File: src/rtl/ppm_freq_recovery.sv
// Chip-rate frequency-recovery monitor for the 16-PPM SPAD receiver.
// Detects pulses per chip, measures the spacing between pulses and counts
// pulses per symbol window. Measurement is frozen while freq_ok is high.
module ppm_freq_recovery #(
  parameter  int SYMBOL_CHIPS = 16,
  parameter  int CHIP_BITS    = 1,
  localparam int SW           = $clog2(SYMBOL_CHIPS),
  localparam int IW           = SYMBOL_CHIPS + 1
) (
  input  logic                 clk,
  input  logic                 reset,
  input  logic [CHIP_BITS-1:0] din,
  input  logic [CHIP_BITS-1:0] pulse_threshold,
  input  logic                 freq_ok,
  output logic [IW-1:0]        interpulse_cycles,
  output logic [1:0]           intrasymbol_pulses,
  output logic [1:0]           FREQ_state_SC,
  output logic [1:0]           FREQ_next_state_SC,
  output logic [1:0]           FREQ_intrasymbol_pulse_count_SC,
  output logic [SW-1:0]        FREQ_symbol_cycle_count_SC,
  output logic [IW-1:0]        FREQ_interpulse_cycle_count_SC,
  output logic                 FREQ_max_symbol_cycle_count_SC,
  output logic                 FREQ_max_interpulse_cycle_count_SC,
  output logic                 FREQ_increment_symbol_cycle_count_SC,
  output logic                 FREQ_increment_interpulse_cycles_SC,
  output logic                 FREQ_pulse_detected_SC
);

  typedef enum logic [1:0] {
    IDLE    = 2'b00,
    WAIT    = 2'b01,
    TRACK   = 2'b10,
    ILLEGAL = 2'b11
  } state_t;

  state_t        state_q, state_d;
  logic [SW-1:0] sym_q, sym_d;
  logic [1:0]    pc_q, pc_d;
  logic [IW-1:0] ipc_q, ipc_d;
  logic [IW-1:0] ipcyc_q, ipcyc_d;
  logic [1:0]    isp_q, isp_d;

  logic          pulse, sym_max, ipc_max, inc_sym, inc_ipc;
  logic [2:0]    pc_sum;
  logic [1:0]    pc_sat;

  assign pulse   = (din >= pulse_threshold);
  assign sym_max = (sym_q == SW'(SYMBOL_CHIPS - 1));
  assign ipc_max = &ipc_q;
  // Window pulse count including this chip, clamped at 3.
  assign pc_sum  = {1'b0, pc_q} + {2'b00, pulse};
  assign pc_sat  = pc_sum[2] ? 2'd3 : pc_sum[1:0];

  // Next-state and counter update; freq_ok freezes every counter and output.
  always_comb begin
    state_d = state_q;
    sym_d   = sym_q;
    pc_d    = pc_q;
    ipc_d   = ipc_q;
    ipcyc_d = ipcyc_q;
    isp_d   = isp_q;
    inc_sym = 1'b0;
    inc_ipc = 1'b0;
    if (freq_ok) begin
      state_d = IDLE;
    end else begin
      case (state_q)
        IDLE: state_d = WAIT;
        WAIT: begin
          // First pulse opens the first window; no result is published yet.
          if (pulse) begin
            state_d = TRACK;
            ipc_d   = IW'(1);
            sym_d   = SW'(1);
            pc_d    = 2'd1;
          end
        end
        TRACK: begin
          if (pulse) begin
            ipcyc_d = ipc_q;
            ipc_d   = IW'(1);
          end else if (!ipc_max) begin
            ipc_d   = ipc_q + IW'(1);
            inc_ipc = 1'b1;
          end
          // A pulse on the last chip still belongs to the closing window.
          if (sym_max) begin
            isp_d = pc_sat;
            sym_d = '0;
            pc_d  = 2'd0;
          end else begin
            sym_d   = sym_q + SW'(1);
            pc_d    = pc_sat;
            inc_sym = 1'b1;
          end
        end
        default: state_d = IDLE;
      endcase
    end
  end

  // State and counter registers.
  always_ff @(posedge clk or posedge reset) begin
    if (reset) begin
      state_q <= IDLE;
      sym_q   <= '0;
      pc_q    <= 2'd0;
      ipc_q   <= '0;
      ipcyc_q <= '0;
      isp_q   <= 2'd0;
    end else begin
      state_q <= state_d;
      sym_q   <= sym_d;
      pc_q    <= pc_d;
      ipc_q   <= ipc_d;
      ipcyc_q <= ipcyc_d;
      isp_q   <= isp_d;
    end
  end

  assign interpulse_cycles                    = ipcyc_q;
  assign intrasymbol_pulses                   = isp_q;
  assign FREQ_state_SC                        = state_q;
  assign FREQ_next_state_SC                   = state_d;
  assign FREQ_intrasymbol_pulse_count_SC      = pc_q;
  assign FREQ_symbol_cycle_count_SC           = sym_q;
  assign FREQ_interpulse_cycle_count_SC       = ipc_q;
  assign FREQ_max_symbol_cycle_count_SC       = sym_max;
  assign FREQ_max_interpulse_cycle_count_SC   = ipc_max;
  assign FREQ_increment_symbol_cycle_count_SC = inc_sym;
  assign FREQ_increment_interpulse_cycles_SC  = inc_ipc;
  assign FREQ_pulse_detected_SC               = pulse;

endmodule

File: config.mk
export PLATFORM = sky130hd
export DESIGN_NAME = ppm_freq_recovery
export DESIGN_NICKNAME = d
export VERILOG_FILES = /design/src/rtl/ppm_freq_recovery.sv
export SDC_FILE = /design/constraint.sdc
export NUM_CORES = 1
export LEC_CHECK = 0
export BUFFER_PORTS_ARGS = -buffer_cell sky130_fd_sc_hd__clkbuf_2
export CAP_MARGIN = 20
export CORE_UTILIZATION = 52
export CTS_CLUSTER_SIZE = 16
export DETAILED_ROUTE_END_ITERATION = 7
export GPL_ROUTABILITY_DRIVEN = 0
export PLACE_DENSITY = 0.78
export SLEW_MARGIN = 20
export SYNTH_ARGS = -nofsm -noshare
export SYNTH_HDL_FRONTEND = slang
export SYNTH_SLANG_ARGS = --single-unit
File: constraint.sdc
create_clock -name clk -period 2.55 [get_ports clk]
set_input_delay 0.1275 -clock clk [delete_from_list [all_inputs] [get_ports clk]]
set_output_delay 0.1275 -clock clk [all_outputs]
set_load 0.01 [all_outputs]
---- Word-level counts from Yosys, hierarchy flattened ----
Index checks and enable logic that the tools add are counted.
operators by class
  add/subtract/negate cells ............... 3
  order comparisons ....................... 1
  eq/ne operators ......................... 5
  mux-type cells .......................... 21
  bitwise operators ....................... 1
  reduce and logical (&&, ||, !) cells .... 7
operators by type and width
  cell                                                              count
  17-bit two-way mux                                                3
  17-bit case mux with 2 select lines                               1
  17-bit by 1-bit adder with 17-bit output (second input constant)  1
  17-bit AND reduction                                              1
  2-bit two-way mux                                                 5
  3-bit AND reduction                                               3
  4-bit two-way mux                                                 2
  4-bit case mux with 2 select lines                                1
  1-bit two-way mux                                                 7
  2-bit case mux with 3 select lines                                1
  4-bit by 1-bit adder with 4-bit output (second input constant)    1
  4-bit == test (second input constant)                             1
  2-bit case mux with 2 select lines                                1
  4-bit AND reduction                                               1
  2-bit by 1-bit adder with 3-bit output                            1
  3-bit != test (second input constant)                             1
  2-bit by 1-bit == test with 1-bit output (second input constant)  1
  2-bit == test (second input constant)                             1
  2-bit zero test                                                   1
  2-bit != test (second input constant)                             1
  2-bit nonzero test                                                1
  1-bit greater-or-equal comparator                                 1
  1-bit inverter                                                    1
storage, ports and cells
  bits in registers ....................... 44
  output and inout bits ................... 51
  word-level logic and storage cells ...... 44

---- Logic depth before layout (Yosys ltp) ----
Gate-level depths: netlist of run 1.
  depth in word-level cells ............... 5
  depth in mapped cells ................... 8
  depth with buffers taken out ............ 8

---- Worst setup path before layout of run 1 ----
Ideal clock, no wire load.
  path type ............................... register to register
  start point ............................. register ipc_q[0], in the netlist FREQ_interpulse_cycle_count_SC[0]
  end point ............................... register ipc_q[5], in the netlist FREQ_interpulse_cycle_count_SC[5]
  arrival ................................. 2.289 ns
  data required time ...................... 2.472 ns
  slack ................................... 0.183 ns
  cell stages (with the launch flop) ...... 9
  period minus slack after synthesis ...... 2.367 ns
  cells stage by stage .................... dfrtp_1 > ha_1 > and2_1 > and3_1 > ha_1 > nor2_2 > o21ai_2 > or4_1 > a21oi_1
RTL lines
  what                                          RTL line  source
  start, declared                               39        logic [IW-1:0] ipc_q, ipc_d;
  start signal, assigned                        115       ipc_q <= ipc_d;
  17-bit AND reduction                          49        assign ipc_max = &ipc_q;
  named net FREQ_max_interpulse_cycle_count_SC  23        output logic FREQ_max_interpulse_cycle_count_SC,
  3-bit != test (no source line)                -
  4-bit AND reduction (no source line)          -
The timed path passes the listed nets, and every way through them passes these cells. The select of a mux whose other input is x is not followed.
A chain may end at the register's enable or synchronous reset.

---- Final worst setup path of run 1 ----
  start point ............................. register ipc_q[8], in the netlist FREQ_interpulse_cycle_count_SC[8]
  end point ............................... register ipc_q[4], in the netlist FREQ_interpulse_cycle_count_SC[4]
on the way
  word-level cells in the longest chain between the ends .. 3
RTL lines
  what                                  RTL line
  17-bit AND reduction                  49
  3-bit != test (no source line)        -
  4-bit AND reduction (no source line)  -
No other way between the ends.

==> results of run 1 <==
-- final timing paths --
path,start,to,depth (start not counted)
hold / removal,reset,FREQ_symbol_cycle_count_SC[3],2
setup reg to reg,FREQ_interpulse_cycle_count_SC[8],FREQ_interpulse_cycle_count_SC[4],8
min in group clk,freq_ok,FREQ_state_SC[0],2
hold reg to reg,interpulse_cycles[0],interpulse_cycles[0],1
max in group asynchronous,reset,FREQ_interpulse_cycle_count_SC[4],2
setup / recovery,FREQ_interpulse_cycle_count_SC[8],FREQ_interpulse_cycle_count_SC[4],8
-- final cells by class --
type                       count  area [um^2]
clock buffer                   6         72.6
clock inverter                 1         5.00
fill                         319         1360
inverter                       7         28.8
multi-input combinational    143         1020
sequential                    44         1100
tap                           50         62.6
timing repair buffer          65          350
-- per-layer routing --
metal,vias up,global-route usage [%],part of all wire [%]
li1,856,-,-
met1,841,28.5,47
met2,44,34.1,47
met3,6,5.99,4.5
met4,0,9.04,1.4
met5,-,0,0
-- sequential cells by signal (all words and copies together), names as in the netlist --
| name | flops |
|---|---|
| FREQ_interpulse_cycle_count_SC | 17 |
| FREQ_intrasymbol_pulse_count_SC | 2 |
| FREQ_state_SC | 2 |
| FREQ_symbol_cycle_count_SC | 4 |
| interpulse_cycles | 17 |
| intrasymbol_pulses | 2 |
-- power by group --
group          switching [mW]  leakage (nW)  internal (mW)
sequential             0.0426         0.593          0.740
combinational           0.170         0.699          0.124
clock                   0.212        0.0410          0.186
total                   0.425          1.33           1.05
-- cells by family (layout without fill, tap and decap cells) --
logic type / Yosys count / after routing / synth area share (%)
and+or+nand+nor: 64 / 64 / 15.7
AOI/OAI and AO/OA: 48 / 48 / 14.7
DFF: 44 / 44 / 50.7
muxes: 21 / 21 / 10.8
buffers and inverters: 13 / 79 / 2.82
adders and majority gates: 8 / 8 / 4.61
xor gates and xnor gates: 2 / 2 / 0.806
-- synth_stat cells (2+ instances only) --
library cell / n / area share (%)
a211oi_1: 2 / 0.69
a21o_1: 2 / 0.69
a21oi_1: 11 / 2.5
and3_1: 4 / 1.2
and4_1: 3 / 1.2
buf_2: 2 / 0.46
clkbuf_1: 3 / 0.52
dfrtp_1: 44 / 51
ha_1: 8 / 4.6
inv_1: 6 / 1.0
mux2_1: 4 / 2.1
mux2_2: 15 / 7.8
mux2i_1: 2 / 0.92
nand2_1: 15 / 2.6
nand2b_1: 4 / 1.2
nand3_1: 6 / 1.4
nand3b_1: 2 / 0.69
nand4_1: 3 / 0.86
nor2_1: 10 / 1.7
nor2_2: 2 / 0.58
nor2b_1: 2 / 0.58
nor3_1: 2 / 0.46
o21ai_0: 19 / 4.4
o21ai_1: 2 / 0.46
o31ai_1: 2 / 0.69
or3_1: 7 / 2.0
or4_1: 2 / 0.69
xnor2_1: 2 / 0.81
-- stage by stage --
stage / cell area [um^2] / hold slack, ns / std cells / util (%) / power (mW)
final: 2640 / 0.00127 / 316 / 66.0 / 1.48
after global routing: 2640 / 0.0750 / 316 / 66.0 / 1.56
after CTS: 2630 / 0.0336 / 316 / 65.8 / 1.49
after detailed placement: 2550 / 0.356 / 309 / 63.8 / 1.09
after global placement: 2550 / 0.359 / 309 / 63.8 / 1.08
after floorplan: 2170 / 0.244 / 200 / - / 0.988
==> flow_summary_export.csv, run 1 <==
group,metric,value,unit
power,p_leak,1.33,nW
cts,cts_max_path_buffers,2,
cts,clkLatencyLatePin,0.29,ns
global_route,grt_max_degree,45,
synth,synth_nets,213,
power,p_per_area,559,nW/um^2
worst_setup_path,critPathMaxStageDelay,0.44,ns
sta,finalSetupViolCount,0,
cts,clk_pin_slew,0.07,ns
floorplanning,die_width,66.7,um
job,cap_viol_max_count,0,
worst_setup_path,worst_setup_path_start_kind,"register",
synth,ys_types,42,
cts,post_cts_buffers,0,
cts,postCtsHoldBufs,0,
synth,ys.flop_type,"dfrtp_1",
sta,relSlewSlack,40.7,%
sta,fin_skew,0.00604,ns
cts,cts_tree,"yes",
synth,synth_edf_count,0,
route,viasPerCell,5.53,
worst_setup_path,cp_top_family,"simple AND/OR/NAND/NOR gates",
sta,final_max_slew_viol_count,0,
route,routed_wl,4330,um
place,post-place-ws,0.155,ns
worst_setup_path,rrSetupSlack,0.19,ns
sta,finalCritPeriodShare,92.7,%
worst_setup_path,cp-end-kind,"register",
finish,final_nets,279,
power,peakVddDrop,0.000372,V
worst_setup_path,required,2.76,ns
worst_setup_path,cp.arrival,2.57,ns
finish,mostFrequentLayoutCell,"clkbuf_2",
floorplanning,rows,23,
floorplanning,core_region_area,4000,um^2
worst_setup_path,worst-path-buf-inv,0,
route,vias,1747,
worst_setup_path,worstSetupPathType,"reg2reg",
finish,diodes,0,
cts,cts.sinks,44,
route,wire_per_inst,13.7,um
route,drt_first_pass_iters,4,
cts,ctsHtreeMaxLevel,2,
worst_setup_path,crit_chain,"and4_1 > and4_1 > and3_1 > ha_1 > or2_1 > a211oi_1 > nand3_1 > o21ai_0",
route,drtIter0Drc,92,
global_route,track_usage,21.9,%
place,io_buffer_count,55,
sta,hold_viol,0,
outcome,outcome,"finished clean",
sta,rsz0062_at_grt,"false",
place,hpwlAfterDp,3170,um
synth,syn_avg_cell_area,10.9,um^2
min_path,hold_class,"in2async",
synth,synth_async_sr_flop_share,100,%
cts,cts_inserted_buffers,5,
floorplanning,die-area,4440,um^2
floorplanning,ioPinCount,56,
synth,netlist_instances,200,
synth,mappedNetlistArea,2170,um^2
worst_setup_path,cpMaxStageDelayCell,"dfrtp_1",
worst_setup_path,crit_path_frequent_cell,"and4_1",
sta,fin_crit,2.36,ns
global_route,antenna_found_initial,0,
finish,final_cell_mix,"clkbuf_2 (55), dfrtp_1 (44), o21ai_0 (19)",
global_route,grt_pass1_vias,1590,
synth,yosys_warnings,0,
route,drc_errors,0,
finish,syn_to_final_growth,21.5,%
worst_setup_path,crit_path_max_fanout,7,
global_route,grt_remaining_overflow,0,
sta,max_freq,0.423,GHz
synth,ys_ff_latch,44,
sta,finalSetupTns,0,ns
sta,fin_ws,0.187,ns
global_route,grt_pass1_wl,7250,um
cts,cts-resized-gates,0,
floorplanning,start_util,54.3,%
finish,layout-drive-gt1-share,35.7,%
sta,worst_pin_slew,0.888,ns
synth,yosysSeqAreaShare,50.7,%
floorplanning,die_h,66.7,um
route,ant_nets,0,
cts,root_buffer,"clkbuf_8",
No activity file was read; power rests on OpenSTA's default activity.
==> inputs of run 2 (changes only) <==
--- a/config.mk
+++ b/config.mk
@@ -7,11 +7,12 @@
 export LEC_CHECK = 0
 export BUFFER_PORTS_ARGS = -buffer_cell sky130_fd_sc_hd__clkbuf_2
 export CAP_MARGIN = 20
-export CORE_UTILIZATION = 52
+export CORE_ASPECT_RATIO = 0.8
+export CORE_UTILIZATION = 56
 export CTS_CLUSTER_SIZE = 16
 export DETAILED_ROUTE_END_ITERATION = 7
 export GPL_ROUTABILITY_DRIVEN = 0
-export PLACE_DENSITY = 0.78
+export PLACE_DENSITY = 0.83
 export SLEW_MARGIN = 20
 export SYNTH_ARGS = -nofsm -noshare
 export SYNTH_HDL_FRONTEND = slang
==> constraint.sdc (replaced) <==
create_clock -name clk -period 2.75 [get_ports clk]
set_input_delay 0.1375 -clock clk [delete_from_list [all_inputs] [get_ports clk]]
set_output_delay 0.1375 -clock clk [all_outputs]
set_load 0.01 [all_outputs]
==> flow_summary_export.csv, run 2 (same netlist as run 1, synthesis figures left out) <==
group,metric,value,unit
sta,hold_viol,0,
worst_setup_path,cp_top_family,"simple AND/OR/NAND/NOR gates",
power,p_int,1.12,mW
finish,final_cell_mix,"clkbuf_2 (55), dfrtp_1 (44), o21ai_0 (19)",
cts,cts_max_path_buffers,2,
global_route,grt_remaining_overflow,0,
floorplanning,die_width,71.7,um
power,p_per_area,586,nW/um^2
finish,mostFrequentLayoutCell,"clkbuf_2",
global_route,grt_pass1_wl,7650,um
sta,fin_ws,0.246,ns
sta,finalSetupTns,0,ns
route,viasPerCell,5.77,
cts,cts_tree,"yes",
worst_setup_path,worst-path-buf-inv,0,
route,drc_errors,0,
global_route,grt_pass1_vias,1602,
cts,cts-resized-gates,0,
outcome,outcome,"finished clean",
finish,diodes,0,
power,p_leak,1.32,nW
global_route,grt_max_degree,45,
worst_setup_path,worst_setup_path_start_kind,"register",
sta,finalCritPeriodShare,91.1,%
finish,syn_to_final_growth,20.8,%
worst_setup_path,critPathMaxStageDelay,0.53,ns
global_route,track_usage,24.4,%
power,switching_share,27.4,%
route,drt_first_pass_iters,4,
floorplanning,rows,19,
worst_setup_path,r2r_cells,8,
sta,rsz0062_at_grt,"false",
route,routed_wl,4640,um
worst_setup_path,rrSetupSlack,0.25,ns
sta,max_freq,0.399,GHz
power,power,1.54,mW
cts,clk_pin_slew,0.08,ns
sta,fin_skew,0.00292,ns
cts,cts_inserted_buffers,5,
place,hpwlAfterDp,3240,um
cts,cts.sinks,44,
route,drtIter0Drc,105,
worst_setup_path,crit_chain,"ha_1 > and2_1 > and3_1 > ha_1 > nor2_2 > o2111ai_4 > or4_1 > o21ai_1",
floorplanning,core_region_area,3570,um^2
cts,postCtsHoldBufs,0,
finish,fillers,254,
worst_setup_path,cpMaxStageDelayCell,"or4_1",
sta,final_max_slew_viol_count,0,
power,clkPwrFrac,34.9,%
floorplanning,start_util,60.9,%
power,peakVddDrop,0.000388,V
sta,whs,0.0139,ns
worst_setup_path,rr_endpoint,"FREQ_interpulse_cycle_count_SC[14]",
finish,final_nets,273,
worst_setup_path,crit_path_max_fanout,9,
worst_setup_path,cp-end-kind,"register",
sta,fin_crit,2.50,ns
floorplanning,die-area,4140,um^2
worst_setup_path,required,2.97,ns
route,wire_per_inst,15.3,um
cts,clkLatencyLatePin,0.30,ns
floorplanning,die_h,57.7,um
finish,multiInputGateArea,1010,um^2
sta,finalSetupViolCount,0,
route,ant_nets,0,
sta,relSlewSlack,39.8,%
power,p_seq_share,47.4,%
place,io_buffer_count,55,
finish,final_util,73.6,%
global_route,antenna_found_initial,0,
worst_setup_path,worstSetupPathType,"reg2reg",
power,combPwrFrac,17.6,%
cts,post_cts_buffers,0,
power,netSwitchingPower,0.421,mW
sta,worst_pin_slew,0.901,ns
min_path,hold_class,"in2async",
cts,ctsHtreeMaxLevel,2,
worst_setup_path,reg2reg_from,"FREQ_interpulse_cycle_count_SC[0]",
finish,layout-drive-gt1-share,34.5,%
floorplanning,ioPinCount,56,
job,cap_viol_max_count,0,
route,vias,1749,
worst_setup_path,crit_path_frequent_cell,"ha_1",
finish,regArea,1100,um^2
cts,root_buffer,"clkbuf_8",
worst_setup_path,cp.arrival,2.73,ns
place,post-place-ws,0.296,ns
## run 2: per-stage QoR
stage                     cells  area [um^2]
after detailed placement    295         2500
after CTS                   303         2630
after global placement      295         2500
after global routing        303         2630
after floorplan             200         2170
final                       303         2630
## run 2: worst max path at each step
stage | from | to | cells after the start
final | FREQ_interpulse_cycle_count_SC[0] | FREQ_interpulse_cycle_count_SC[14] | 8
after floorplan | FREQ_interpulse_cycle_count_SC[0] | FREQ_interpulse_cycle_count_SC[5] | 8
after global routing | FREQ_interpulse_cycle_count_SC[8] | FREQ_interpulse_cycle_count_SC[14] | 8
after detailed placement | FREQ_interpulse_cycle_count_SC[0] | FREQ_interpulse_cycle_count_SC[5] | 8
after CTS | FREQ_interpulse_cycle_count_SC[0] | FREQ_interpulse_cycle_count_SC[5] | 8
after global placement | FREQ_interpulse_cycle_count_SC[0] | FREQ_interpulse_cycle_count_SC[5] | 8
## run 2: power groups by stage
stage               Sequential (mW)  Clock [mW]  Combinational [mW]
global route                  0.735       0.580               0.300
floorplan                     0.753           0               0.164
detailed placement            0.740           0               0.270
global placement              0.738           0               0.262
CTS                           0.728       0.547               0.272
finish                        0.730       0.537               0.271
## run 2: cell type report
type / count / area share (%)
Tap cell: 42 / 2.00
Clock inverter: 1 / 1.14
Timing Repair Buffer: 59 / 11.6
Sequential cell: 44 / 41.9
Clock buffer: 7 / 3.67
Multi-Input combinational cell: 143 / 38.5
Inverter: 7 / 1.10
## run 2: layer usage
metal  track usage [%]  share of wire (%)  vias up
li1                  -                  -      844
met1              34.0                 48      840
met2              37.2                 46       52
met3              6.09                4.2       13
met4              9.80                1.8        0
met5                 0                  0        -
